$ cat config.mk
export PLATFORM = sky130hd
export DESIGN_NAME = genius_seq_player
export DESIGN_NICKNAME = d
export VERILOG_FILES = /design/src/rtl/genius_defs.sv /design/src/rtl/genius_tick_counter.sv /design/src/rtl/genius_seq_player.sv
export SDC_FILE = /design/constraint.sdc
export NUM_CORES = 1
export LEC_CHECK = 0
export ABC_AREA = 1
export CAP_MARGIN = 20
export CORE_MARGIN = 1
export CORE_UTILIZATION = 48
export DETAILED_ROUTE_END_ITERATION = 10
export PLACE_DENSITY = 0.73
export SLEW_MARGIN = 20
export SYNTH_ARGS = -nofsm -noshare
export SYNTH_HDL_FRONTEND = slang
export SYNTH_HIERARCHICAL = 1
export SYNTH_SLANG_ARGS = --single-unit
$ cat constraint.sdc
create_clock -name CLK_i -period 2.7 [get_ports CLK_i]
set_input_delay 0.54 -clock CLK_i [delete_from_list [all_inputs] [get_ports CLK_i]]
set_output_delay 0.54 -clock CLK_i [all_outputs]
set_load 0.005 [all_outputs]
$ cat src/rtl/genius_defs.sv
// Shared definitions for the Genius game blocks:
// colour codes, playback FSM encoding and default widths.
package genius_defs;

   localparam int LEN_W = 4;
   localparam int ON_TW = 4;

   localparam logic [1:0] GREEN  = 2'b00;
   localparam logic [1:0] RED    = 2'b01;
   localparam logic [1:0] YELLOW = 2'b10;
   localparam logic [1:0] BLUE   = 2'b11;

   localparam logic [2:0] ST_IDLE   = 3'd0;
   localparam logic [2:0] ST_FETCH  = 3'd1;
   localparam logic [2:0] ST_SHOW   = 3'd2;
   localparam logic [2:0] ST_GAP    = 3'd3;
   localparam logic [2:0] ST_FINISH = 3'd4;

   typedef enum logic [2:0] {
      IDLE   = ST_IDLE,
      FETCH  = ST_FETCH,
      SHOW   = ST_SHOW,
      GAP    = ST_GAP,
      FINISH = ST_FINISH
   } state_t;

endpackage

$ cat src/rtl/genius_tick_counter.sv
// Counts time-base ticks; flags the tick that reaches the
// selected terminal count so the FSM can leave its state.
module genius_tick_counter
   import genius_defs::*;
#(
   parameter int W = ON_TW
) (
   input  logic         clk,
   input  logic         rst_n,
   input  logic         clr,
   input  logic         en,
   input  logic [W-1:0] term,
   output logic         hit
);

   logic [W-1:0] count;

   // hit marks the term-th tick itself, not the cycle after it
   assign hit = en && (count == term - 1'b1);

   always_ff @(posedge clk or negedge rst_n) begin
      if (!rst_n) begin
         count <= '0;
      end else if (clr) begin
         count <= '0;
      end else if (en) begin
         count <= count + 1'b1;
      end
   end

endmodule

$ cat src/rtl/genius_seq_player.sv
// Plays the stored colour sequence: each step lit for ON_TICKS
// ticks, then blanked for OFF_TICKS ticks, then DONE pulse.
module genius_seq_player
   import genius_defs::*;
#(
   parameter int LEN_W     = genius_defs::LEN_W,
   parameter int ON_TW     = genius_defs::ON_TW,
   parameter int ON_TICKS  = 8,
   parameter int OFF_TICKS = 4
) (
   input  logic             CLK_i,
   input  logic             RSTN_i,
   input  logic             START_i,
   input  logic [LEN_W-1:0] LAST_i,
   input  logic             TICK_i,
   output logic [LEN_W-1:0] SEQ_ADDR_o,
   input  logic [1:0]       SEQ_DATA_i,
   output logic [1:0]       SEL_o,
   output logic             BLANK_o,
   output logic             BUSY_o,
   output logic             DONE_o
);

   state_t           state_q, state_d;
   logic [LEN_W-1:0] addr_q, addr_d;
   logic [LEN_W-1:0] last_q, last_d;
   logic [1:0]       sel_q, sel_d;
   logic             blank_q, blank_d;
   logic             busy_q, busy_d;
   logic             done_q, done_d;

   logic             cnt_clr;
   logic             cnt_en;
   logic             cnt_hit;
   logic [ON_TW-1:0] cnt_term;

   localparam logic [ON_TW-1:0] ON_T  = ON_TW'(ON_TICKS);
   localparam logic [ON_TW-1:0] OFF_T = ON_TW'(OFF_TICKS);

   assign cnt_en   = TICK_i && (state_q == SHOW || state_q == GAP);
   assign cnt_clr  = (state_d != state_q);
   assign cnt_term = (state_q == SHOW) ? ON_T : OFF_T;

   genius_tick_counter #(
      .W(ON_TW)
   ) u_cnt (
      .clk  (CLK_i),
      .rst_n(RSTN_i),
      .clr  (cnt_clr),
      .en   (cnt_en),
      .term (cnt_term),
      .hit  (cnt_hit)
   );

   always_comb begin
      state_d = state_q;
      addr_d  = addr_q;
      last_d  = last_q;
      sel_d   = sel_q;
      blank_d = blank_q;
      busy_d  = busy_q;
      done_d  = 1'b0;
      unique case (state_q)
         IDLE: begin
            blank_d = 1'b1;
            busy_d  = 1'b0;
            if (START_i) begin
               last_d  = LAST_i;
               addr_d  = '0;
               busy_d  = 1'b1;
               state_d = FETCH;
            end
         end
         FETCH: begin
            sel_d   = SEQ_DATA_i;
            blank_d = 1'b0;
            state_d = SHOW;
         end
         SHOW: begin
            if (cnt_hit) begin
               blank_d = 1'b1;
               state_d = GAP;
            end
         end
         GAP: begin
            // compare before increment: LAST=all-ones never wraps
            if (cnt_hit) begin
               if (addr_q == last_q) begin
                  done_d  = 1'b1;
                  busy_d  = 1'b0;
                  state_d = FINISH;
               end else begin
                  addr_d  = addr_q + 1'b1;
                  state_d = FETCH;
               end
            end
         end
         FINISH: begin
            state_d = IDLE;
         end
         default: begin
            state_d = IDLE;
         end
      endcase
   end

   always_ff @(posedge CLK_i or negedge RSTN_i) begin
      if (!RSTN_i) begin
         state_q <= IDLE;
         addr_q  <= '0;
         last_q  <= '0;
         sel_q   <= GREEN;
         blank_q <= 1'b1;
         busy_q  <= 1'b0;
         done_q  <= 1'b0;
      end else begin
         state_q <= state_d;
         addr_q  <= addr_d;
         last_q  <= last_d;
         sel_q   <= sel_d;
         blank_q <= blank_d;
         busy_q  <= busy_d;
         done_q  <= done_d;
      end
   end

   assign SEQ_ADDR_o = addr_q;
   assign SEL_o      = sel_q;
   assign BLANK_o    = blank_q;
   assign BUSY_o     = busy_q;
   assign DONE_o     = done_q;

endmodule

Word level (Yosys, flattened, before mapping)
Cells that the tools add are included.
Widths: inputs -> output; s select.
{ "totals": {"register_bits": 20, "latchBits": 0, "ram_bits": 0, "mem_bits_ro": 0, "output_inout_bits": 9, "word_cells": 54, "mem_count": 0} }
{ "op_classes": {"n_addsub": 3, "mul": 0, "div": 0, "order_cmp": 0, "eq_ne": 11, "n_shift": 0, "n_mux": 21, "n_bitwise": 0, "n_reduce_logical": 11} }
{ "op_table": {"columns": ["operator", "count"], "rows": [
  ["$mux 4", 6],
  ["$mux 3", 4],
  ["$pmux 3 s4", 1],
  ["$add 4x1->4 const B", 2],
  ["$eq 4x4->1", 2],
  ["$ne 2x2->1 const B", 4],
  ["$pmux 4 s2", 1],
  ["$mux 1", 7],
  ["$eq 3x2->1 const B", 2],
  ["$reduce_and 2->1", 2],
  ["$reduce_and 4->1", 1],
  ["$reduce_bool 2->1", 2],
  ["$sub 4x1->4 const B", 1],
  ["$eq 3x1->1 const B", 1],
  ["$logic_not 3->1", 1],
  ["$ne 3x3->1", 1],
  ["$pmux 1 s3", 1],
  ["$reduce_and 3->1", 1],
  ["$reduce_bool 3->1", 1],
  ["$logic_and 1x1->1", 2],
  ["$ne 2x1->1 const B", 1],
  ["$pmux 1 s2", 1],
  ["$logic_or 1x1->1", 1]
]} }

Logic depth before layout (Yosys ltp)
Gate-level depths: netlist of run 1.
{ "depth": {"word_depth": 9, "mapped_depth": 19, "depth_no_buf": 19} }

Cells and area by module
Netlist of run 1, hierarchy kept.
{ "by_module_without_submodules": {"columns": ["module", "n_inst", "cells_each", "area_each_um2", "seq_area_each_um2"], "rows": [
  ["genius_seq_player", 1, 108, 862.1, 401.6],
  ["genius_tick_counter", 1, 55, 334.1, 100.1]
]} }

Least setup slack after synthesis of run 1
OpenSTA, ideal clock, no wires.
{ "synth_path": {"path_type": "register -> register", "start": "register state_q[0]", "end": "register u_cnt.count[2]", "setup_ns": 0.077, "arrival_ns": 1.896, "required_time_ns": 2.623, "path_slack_ns": 0.727, "stages_incl_launch_ff": 20, "path_buffers": 0, "synth_period_minus_slack_ns": 1.973, "cell_sequence": "dfrtp_1 inv_2 nand2_2 nor2_1 inv_1 inv_2 nand3_2 inv_1 nand2_1 nand2_1 inv_2 nor2_2 nor2_1 nor2_1 nand3_1 nand3_1 nand2_1 inv_1 o21ai_1 a21oi_1"} }
{ "synth_via": {"elab_chain_len": 9} }
{ "synth_lines": {"columns": ["element", "line_no", "source"], "rows": [
  ["from (decl)", "genius_seq_player.sv:24", "state_t state_q, state_d;"],
  ["from (signal assigned)", "genius_seq_player.sv:117", "state_q <= state_d;"],
  ["$eq 3x2->1 *", "genius_seq_player.sv:42", "assign cnt_term = (state_q == SHOW) ? ON_T : OFF_T;"],
  ["$mux 4 *", "genius_seq_player.sv:42", null],
  ["via cnt_term[3]", "genius_seq_player.sv:35", "logic [ON_TW-1:0] cnt_term;"],
  ["$sub 4x1->4 *", "genius_tick_counter.sv:19", "assign hit = en && (count == term - 1'b1);"],
  ["$eq 4x4->1 *", "genius_tick_counter.sv:19", null],
  ["$logic_and 1x1->1 *", "genius_tick_counter.sv:19", null],
  ["via cnt_hit", "genius_seq_player.sv:34", "logic cnt_hit;"],
  ["$mux 3 (on tied branches)", "genius_seq_player.sv:87, genius_seq_player.sv:80", null],
  ["$pmux 3 s4 *", "genius_seq_player.sv:63", "unique case (state_q)"],
  ["$ne 3x3->1 *", "genius_seq_player.sv:41", "assign cnt_clr = (state_d != state_q);"],
  ["via cnt_clr", "genius_seq_player.sv:32", "logic cnt_clr;"],
  ["$mux 4 / $reduce_bool 2->1 (equally long branches)", null, null],
  ["to (signal assigned)", "genius_tick_counter.sv:27", "count <= count + 1'b1;"],
  ["to (decl)", "genius_tick_counter.sv:16", "logic [W-1:0] count;"]
]} }
Mark *: on every way through the listed nets, which the timed path passes. The rest lies on a longest branch.
A chain may end at the register's enable or synchronous reset.

Final worst setup path of run 1
Ends and elaborated chain as after synthesis.

==> flow_summary_export.csv, run 1 <==
group,metric,value,unit
finish,design_area,0.00146,mm²
sta,hold_viol_final,0,
worst_setup_path,arrival,2.53,ns
drt,route.vias.total,1046,
drt,avgRoutedWirePerCell,10.7,µm
sta,skew,0.00311,ns
clock_tree,clk-insertion-delay-late,0.31,ns
worst_setup_path,cp-end-kind,"flop",
synthesis,yosysWarnings,6,
worst_setup_path,r2r_cells,19,
min_path,whs_path_depth,2,
global_routing,grt_pass1_wl,4.17,mm
sta,drv_slew,0,
finish,num_antenna_cells,0,
drt,drt_iter0_markers,15,
die,die_area,0.00270,mm²
clock_tree,htree_levels,1,
synthesis,synth_area_per_cell,7.34,µm²
worst_setup_path,crit_buf_inv,6,
finish,seqCellArea,502,µm²
synthesis,synthDistinctLibCells,28,
die,fp.dieH,51.9,µm
synthesis,ys_top_cells_by_area,"dfrtp_1 (40%), nand2_1 (14%), inv_1 (6.9%)",
synthesis,yosysTopAreaCell,"dfrtp_1",
global_routing,grt_pass1_vias,1002,
drt,ant_nets,0,
synthesis,synth-seq-area-share,0.419,
clock_tree,cts_tree,"done",
sta,fin_setup_tns,0,ns
synthesis,synthFlopType,"dfrtp_1",
pwr,power_density,911,mW/mm²
place,place_area,0.00143,mm²
global_routing,antenna_found_initial,0,
drt,dr.pass1.iters,4,
synthesis,syn_inst,163,
synthesis,async_reset_ff_frac,1.00,
status,status,"finished, final reports clean",
clock_tree,post-cts-setup-buffers,0,
worst_setup_path,cp-start-kind,"flop",
clock_tree,cts_max_path_buffers,2,
synthesis,synth_edf_count,0,
synthesis,syn_area,0.00120,mm²
worst_setup_path,path_depth,19,
worst_setup_path,crit_fanout,4,
finish,synthToLayoutAreaGrowth,22.3,%
die,die_w,51.9,µm
drt,drc,0,
worst_setup_path,crit_family,"simple AND/OR/NAND/NOR gates",
finish,layout.nets,203,
pwr,p_leak,0.749,nW
drt,routed_via_density,4.82,
finish,nFillCells,198,
die,pin_count,19,
sta,fmax,436,MHz
clock_tree,cts_root_buf,"clkbuf_4",
clock_tree,cts_hold_buf,0,
die,start_util,0.526,
sta,setup_viol,0,
die,rows,17,
worst_setup_path,slowest_delay,0.46,ns
pwr,p_total,1.33,mW
place,hpwlAfterDp,1.77,mm
die,coreArea,0.00228,mm²
sta,period_share,0.849,
worst_setup_path,crit_required,2.94,ns
place,routabilityCongestion,0.820,
sta,period_minus_slack,2.29,ns
global_routing,grt_max_degree,21,
worst_setup_path,crit_chain,"inv_2 > nand2_2 > nor2_1 > inv_1 > inv_2 > nand3_2 > inv_1 > nand2_1 > nand2_1 > inv_2 > nor2_2 > nor2_1 > nor2_1 > nand3_1 > nand3_1 > nand2_1 > inv_1 > o21ai_1 > a21oi_1",
sta,rsz0062_at_grt,"false",
clock_tree,path_clk_slew,0.11,ns
clock_tree,ctsResizeCount,0,
synthesis,yosys.area.top_type_share,0.397,
clock_tree,cts_buffers,3,
pwr,peakVddDrop,0.608,mV
global_routing,track_usage,0.214,
finish,multi_input_area,582,µm²
global_routing,overflow,0,
flow_run,max_cap_violations,0,
place,io_buffer_count,18,
worst_setup_path,crit_type,"reg -> reg",
worst_setup_path,crit_path_top_delay_cell,"dfrtp_1",
synthesis,ys_ff_latch,20,
drt,wirelength,2.32,mm
clock_tree,clock_sinks,20,
finish,drive_gt1_frac,0.143,
min_path,min_path_type,"reg -> reg",
cell type report:
class	instances	share of cell area
multi-input combinational	115	0.398
timing repair buffer	20	0.133
sequential	20	0.343
tap	28	0.0240
clock buffer	4	0.0248
inverter	30	0.0770
cells in the final DEF (no fill, tap or decap), types with 3 or more instances in the layout:
master           instances
nor2_2                   4
conb_1                   4
clkbuf_4                 3
nand2_4                  3
ha_1                     3
a21oi_1                  6
clkdlybuf4s50_1         18
inv_2                    7
nor2_1                  18
inv_1                   22
nand3_1                 13
dfrtp_1                 19
nand2_1                 45
through the flow:
| stage | cells | setup WS (ns) | hold slack (ns) | util |
|---|---|---|---|---|
| 4_1_cts | 217 | 0.439 | 0.498 | 0.643 |
| 5_1_grt | 217 | 0.0830 | 0.510 | 0.643 |
| 3_3_place_gp | 213 | 0.312 | 0.464 | 0.627 |
| 6_report | 217 | 0.409 | 0.487 | 0.643 |
| 3_5_place_dp | 213 | 0.158 | 0.466 | 0.627 |
| 2_1_floorplan | 166 | 0.727 | 0.244 | - |
worst paths after layout:
check | startpoint | end | slack, ns
worst max-delay path | state_q[0] | u_cnt/count[2] | 0.41
worst min-delay path | BUSY_o | BUSY_o | 0.49
worst max register to register | state_q[0] | u_cnt/count[2] | 0.41
worst min register to register | BUSY_o | BUSY_o | 0.49
max in group asynchronous | RSTN_i | BLANK_o | 1.87
min in group asynchronous | RSTN_i | SEQ_ADDR_o[1] | 0.56
power breakdown:
group	internal [mW]	total, mW	leakage [nW]	switching [mW]
sequential	0.403	0.490	0.250	0.0874
combinational	0.286	0.666	0.478	0.380
clock	0.0825	0.176	0.0210	0.0940
total	0.771	1.33	0.749	0.561
registers in the layout, summed over array words and instances, names as in the netlist:
name and count:
state_q 3, SEL_o 2, BLANK_o 1, SEQ_ADDR_o 4, u_cnt/count 4, last_q 4
BUSY_o 1, DONE_o 1
Yosys cell counts (all sizes together), types with 2 or more instances:
cell,count
nor2,22
ha,3
o21ai,4
nand2,50
inv,29
nand3,15
a21oi,6
dfrtp,19
mux2,2
worst register-to-register path: stages, from the launching register on:
cell and delay [ns]:
dfrtp_1 0.46, inv_2 0.09, nand2_2 0.08, nor2_1 0.16
inv_1 0.10, inv_2 0.08, nand3_2 0.08, inv_1 0.05
nand2_1 0.05, nand2_1 0.08, inv_2 0.04, nor2_2 0.16
nor2_1 0.09, nor2_1 0.15, nand3_1 0.11, nand3_1 0.08
nand2_1 0.08, inv_1 0.09, o21ai_1 0.07, a21oi_1 0.11
routing by layer:
metal  share of wire  routed length (µm)  global-route usage
met5               0                   0                   0
met4           0.019                  44               0.108
met3           0.055                 127              0.0409
met2            0.44                1020               0.344
met1            0.49                1130               0.270
logic make-up after synthesis:
family	Yosys count	synth area share
flip-flops	20	0.419
AO/OA/AOI/OAI	13	0.0596
AND/OR/NAND/NOR	91	0.349
other	1	0.00314
multiplexers	2	0.0188
XOR/XNOR	2	0.0146
adder cells (fa/ha/maj)	3	0.0314
buffers and inverters	31	0.104
No activity file was read; power rests on OpenSTA's default activity.
==> run 2, diff against run 1 <==
CORE_UTILIZATION = 47   (was 48)
PLACE_DENSITY = 0.74   (was 0.73)
clock period = 2 ns   (was 2.7 ns; I/O delays follow)
==> flow_summary_export.csv, run 2 (same netlist as run 1, synthesis figures left out) <==
group,metric,value,unit
worst_setup_path,r2r_cells,17,
worst_setup_path,cp-start-kind,"flop",
place,place_area,0.00150,mm²
drt,avgRoutedWirePerCell,12.0,µm
finish,drive_gt1_frac,0.288,
die,start_util,0.521,
drt,ant_nets,0,
worst_setup_path,slowest_delay,0.41,ns
sta,period_share,0.986,
drt,route.vias.total,1134,
global_routing,track_usage,0.229,
pwr,peakVddDrop,0.957,mV
finish,most-common-layout-cells,"nand2_1 (41), dfrtp_1 (19), inv_1 (19)",
pwr,clkPwrFrac,0.109,
pwr,switchingPower,0.909,mW
clock_tree,clk-insertion-delay-late,0.31,ns
finish,synthToLayoutAreaGrowth,40.9,%
global_routing,overflow,0,
place,dpl.cell_count,223,
clock_tree,cts_root_buf,"clkbuf_4",
min_path,min_path_type,"in -> async",
flow_run,max_cap_violations,0,
die,coreArea,0.00230,mm²
worst_setup_path,cp-end-kind,"flop",
finish,num_antenna_cells,0,
pwr,comb_power_share,0.593,
pwr,internal_power,1.26,mW
sta,rsz0062_at_grt,"true",
clock_tree,cts_max_path_buffers,2,
worst_setup_path,reg2reg_from,"state_q[2]",
die,pin_count,19,
global_routing,grt_pass1_wl,4.52,mm
sta,whs,0.419,ns
sta,fmax,507,MHz
drt,wirelength,2.80,mm
die,die_w,52.4,µm
worst_setup_path,r2r-end,"u_cnt/count[2]",
drt,dr.pass1.iters,4,
worst_setup_path,crit_chain,"inv_2 > nand2_4 > nor2_4 > buf_6 > inv_1 > nand2_2 > nand2_1 > nand2_1 > nand2_1 > inv_2 > nor2_4 > buf_6 > o31ai_4 > nand2_2 > inv_2 > o21ai_2 > a21oi_1",
status,status,"finished, final reports clean",
global_routing,antenna_found_initial,0,
worst_setup_path,r2r_setup_slack,0.03,ns
die,rows,17,
clock_tree,htree_levels,1,
drt,drt_iter0_markers,15,
clock_tree,cts_buffers,3,
worst_setup_path,crit_type,"reg -> reg",
sta,skew,0.00309,ns
pwr,power_density,1290,mW/mm²
worst_setup_path,arrival,2.21,ns
pwr,p_leak,0.845,nW
die,die_area,0.00275,mm²
finish,design_area,0.00169,mm²
place,hpwlAfterDp,1.94,mm
sta,period_minus_slack,1.97,ns
place,routabilityCongestion,0.860,
global_routing,grt_max_degree,21,
global_routing,grt_pass1_vias,1115,
sta,hold_viol_final,0,
worst_setup_path,crit_required,2.24,ns
finish,stdcell_count,233,
finish,final_common_cell,"nand2_1",
clock_tree,cts_hold_buf,0,
place,dp_slack,-0.184,ns
worst_setup_path,crit_fanout,3,
pwr,switching_share,0.418,
sta,fin_setup_tns,0,ns
drt,routed_via_density,4.87,
clock_tree,path_clk_slew,0.11,ns
sta,setup_viol,0,
finish,nFillCells,184,
clock_tree,clock_sinks,20,
clock_tree,cts_tree,"done",
sta,drv_slew,0,
sta,finalWorstSetupSlack,0.0271,ns
pwr,p_seq_frac,0.298,
drt,drc,0,
die,fp.dieH,52.4,µm
finish,layout.nets,219,
worst_setup_path,crit_path_top_delay_cell,"dfrtp_1",
place,io_buffer_count,18,
run 2: changes by cell type in the layout (fill, tap and decap cells not counted), sizes merged:
cell / before / now
buf: 2 / 18
run 2: what timing repair did:
item,CTS,global route
endpoints found under the hold margin,0,0
pin swaps,8,13
gates resized for setup,6,22
buffers inserted,5,2
setup endpoints to repair,4,9
run 2: metrics by stage:
stage	power (mW)	utilization
6_report	2.17	0.734
5_1_grt	2.34	0.734
2_1_floorplan	1.28	-
3_3_place_gp	1.64	0.654
4_1_cts	2.01	0.692
3_5_place_dp	1.68	0.654
run 2: worst max path at each step:
| stage | startpoint | end | slack (ns) | depth (start not counted) |
|---|---|---|---|---|
| global route | state_q[2] | u_cnt/count[2] | -0.15 | 19 |
| detailed placement | TICK_i | u_cnt/count[2] | -0.18 | 14 |
| finish | state_q[2] | u_cnt/count[2] | 0.03 | 17 |
| global placement | TICK_i | u_cnt/count[2] | -0.09 | 14 |
| floorplan | state_q[0] | u_cnt/count[2] | 0.03 | 19 |
| CTS | state_q[2] | u_cnt/count[2] | 0.006 | 19 |
run 2: power groups by stage:
stage          registers (mW)  clock network [mW]  logic (mW)
2_1_floorplan           0.649                   0       0.633
3_3_place_gp            0.645                   0       0.993
3_5_place_dp            0.651                   0        1.02
4_1_cts                 0.643               0.245        1.12
5_1_grt                 0.659               0.255        1.43
6_report                0.647               0.237        1.29
run 2: worst max-delay path: cells and delay by family, from the launching register on:
| family | cells | cell delay [ns] |
|---|---|---|
| buf+inv | 6 | 0.50 |
| flops | 1 | 0.41 |
| compound gates | 3 | 0.43 |
| simple gates | 8 | 0.57 |
run 2: final cells by class:
type / instances / area (µm²) / area share
Clock buffer: 4 / 36.3 / 0.0215
Inverter: 30 / 118 / 0.0698
Multi-Input combinational cell: 115 / 672 / 0.399
Sequential cell: 20 / 502 / 0.298
Tap cell: 28 / 35.0 / 0.0208
Timing Repair Buffer: 36 / 323 / 0.192
run 2: per-layer routing:
layer  vias up  share of wire  global-route usage  wire length (µm)
met5         -              0                   0                 0
met2        17           0.52               0.409              1460
li1        585              -                   -                 -
met1       525           0.43               0.252              1220
met3         7          0.019              0.0377                52
met4         0          0.024               0.127                67
==> run 3, diff against run 2 <==
ABC_AREA = default   (was 1)
CORE_UTILIZATION = 48   (was 47)
CTS_BUF_LIST = sky130_fd_sc_hd__clkbuf_2   (was default)
PLACE_DENSITY = 0.76   (was 0.74)
==> flow_summary_export.csv, run 3 <==
group,metric,value,unit
status,status,"complete, but fails checks",
status,violations,"setup timing",
worst_setup_path,crit_fanout,4,
drt,routed_via_density,5.09,
place,place_area,0.00143,mm²
die,pin_count,19,
sta,hold_viol_final,0,
die,die_area,0.00254,mm²
die,fp.dieH,50.4,µm
clock_tree,clk-insertion-delay-late,0.32,ns
clock_tree,cts_hold_buf,0,
flow_run,max_cap_violations,0,
sta,drv_slew,0,
synthesis,synth_commonest_cells,"dfrtp_1 (19), nor2_1 (12), xnor2_1 (9)",
die,die_w,50.4,µm
drt,wirelength,2.13,mm
synthesis,async_reset_ff_frac,1.00,
sta,period_minus_slack,2.03,ns
die,start_util,0.507,
pwr,peakVddDrop,0.825,mV
finish,synthToLayoutAreaGrowth,32.0,%
drt,dr.pass1.iters,4,
clock_tree,htree_levels,1,
synthesis,yosys.area.top_type_share,0.424,
synthesis,yosysTopAreaCell,"dfrtp_1",
global_routing,grt_max_degree,13,
min_path,min_path_type,"in -> async",
worst_setup_path,arrival,2.25,ns
drt,drc,0,
finish,layout.nets,157,
pwr,p_seq_frac,0.366,
sta,setup_viol,4,
global_routing,grt_pass1_vias,863,
sta,period_share,1.02,
clock_tree,cts_tree,"done",
die,rows,17,
pwr,p_leak,0.653,nW
sta,rsz0062_at_grt,"true",
worst_setup_path,crit_required,2.22,ns
pwr,internal_power,1.18,mW
synthesis,ys_ff_latch,20,
drt,avgRoutedWirePerCell,12.4,µm
synthesis,yosysWarnings,6,
pwr,clkPwrFrac,0.087,
finish,final_common_cell,"dfrtp_1",
sta,finalWorstSetupSlack,-0.0324,ns
global_routing,grt_pass1_wl,3.58,mm
clock_tree,cts_root_buf,"clkbuf_2",
pwr,power_density,1290,mW/mm²
place,dp_slack,-0.227,ns
synthesis,synth_area_per_cell,10.3,µm²
global_routing,track_usage,0.193,
synthesis,syn_area,0.00112,mm²
place,io_buffer_count,18,
sta,skew,0.0145,ns
synthesis,syn_inst,109,
synthesis,synth_edf_count,0,
drt,route.vias.total,871,
clock_tree,clock_sinks,20,
synthesis,synth-seq-area-share,0.447,
place,routabilityCongestion,0.820,
pwr,switching_share,0.380,
clock_tree,cts_max_path_buffers,2,
synthesis,yosysMostFrequentCell,"dfrtp_1",
global_routing,overflow,0,
synthesis,synthDistinctLibCells,37,
clock_tree,path_clk_slew,0.19,ns
finish,design_area,0.00148,mm²
drt,drt_iter0_markers,7,
synthesis,ys_top_cells_by_area,"dfrtp_1 (42%), xnor2_1 (7.0%), mux2_4 (5.4%)",
drt,ant_nets,0,
worst_setup_path,cp-start-kind,"flop",
synthesis,synthFlopType,"dfrtp_1",
pwr,switchingPower,0.726,mW
finish,utilization,0.670,
clock_tree,cts_buffers,3,
sta,fmax,492,MHz
die,coreArea,0.00221,mm²
finish,most-common-layout-cells,"dfrtp_1 (19), clkdlybuf4s50_1 (18), buf_4 (15)",
pwr,comb_power_share,0.546,
sta,fin_setup_tns,-0.0662,ns
worst_setup_path,cp-end-kind,"flop",
global_routing,antenna_found_initial,0,
worst_setup_path,crit_type,"reg -> reg",
finish,num_antenna_cells,0,
place,hpwlAfterDp,1.62,mm
finish,drive_gt1_frac,0.245,
pwr,p_total,1.91,mW
## run 3: changes by cell type in the layout (fill, tap and decap cells not counted), moves of 5 or more
cell	before	now
a21oi_1	6	0
nand2_1	41	7
inv_2	9	1
nand2_2	5	0
inv_1	19	4
xnor2_1	1	8
nand3_1	10	2
nor2_4	5	0
## run 3: final cells by class
cell class,instances,area (µm²)
timing repair buffer,33,293
tap,28,35.0
sequential,20,502
clock buffer,3,15.0
fill,180,731
inverter,5,18.8
multi-input combinational,81,614
clock inverter,1,3.75
## run 3: routing by layer
layer  routed length, µm  up-vias  track usage
li1                    -      441            -
met1                 948      412        0.230
met2                1080       14        0.336
met3                  43        4       0.0182
met4                  55        0        0.111
met5                   0        -            0
## run 3: power groups by stage
stage | sequential [mW] | combinational (mW) | clock [mW]
floorplan | 0.685 | 0.686 | 0
global placement | 0.701 | 0.966 | 0
detailed placement | 0.710 | 0.998 | 0
CTS | 0.703 | 1.03 | 0.170
global route | 0.724 | 1.14 | 0.185
finish | 0.699 | 1.04 | 0.167
## run 3: path summary, 6_finish.rpt
kind,start,endpoint,slack [ns],cells after the start
worst max-delay path,state_q[2],SEQ_ADDR_o[1],-0.03,11
worst min-delay path,RSTN_i,state_q[0],0.36,1
worst max register to register,state_q[2],SEQ_ADDR_o[1],-0.03,11
worst min register to register,SEL_o[0],SEL_o[0],0.53,1
max in group asynchronous,RSTN_i,last_q[3],1.11,2
min in group CLK_i,SEL_o[0],SEL_o[0],0.53,1
## run 3: per-stage QoR
step | cells | hold WS, ns
global placement | 165 | 0.465
global route | 171 | 0.389
finish | 171 | 0.364
detailed placement | 165 | 0.486
floorplan | 113 | 0.104
CTS | 170 | 0.377
## run 3: kinds of logic (layout without fill, tap and decap cells)
kind of cell,after synthesis,count (layout),share of synthesized area
AND/OR/NAND/NOR,39,39,0.188
flip-flops,20,20,0.447
AO/OA/AOI/OAI,14,14,0.0936
XOR/XNOR,12,12,0.0937
buffers and inverters,12,42,0.0490
multiplexers,8,8,0.0914
adder cells (fa/ha/maj),3,3,0.0334
other,1,5,0.00334
## run 3: what timing repair did
item | CTS | global route
resized for setup | 2 | 1
pin swaps | 3 | 3
gates cloned | 0 | 0
endpoints found under the hold margin | 0 | 0
endpoints found under the setup margin | 10 | 12
buffers inserted | 1 | 1
## run 3: worst max-delay path, cell delays in order, from the launching register on
cell,delay (ns)
dfrtp_1,0.43
nand2b_4,0.15
or2_4,0.24
inv_2,0.07
xnor2_2,0.11
xnor2_1,0.10
a2111oi_2,0.21
buf_4,0.18
and3_4,0.19
a21oi_2,0.04
o21ai_1,0.13
o211ai_1,0.10
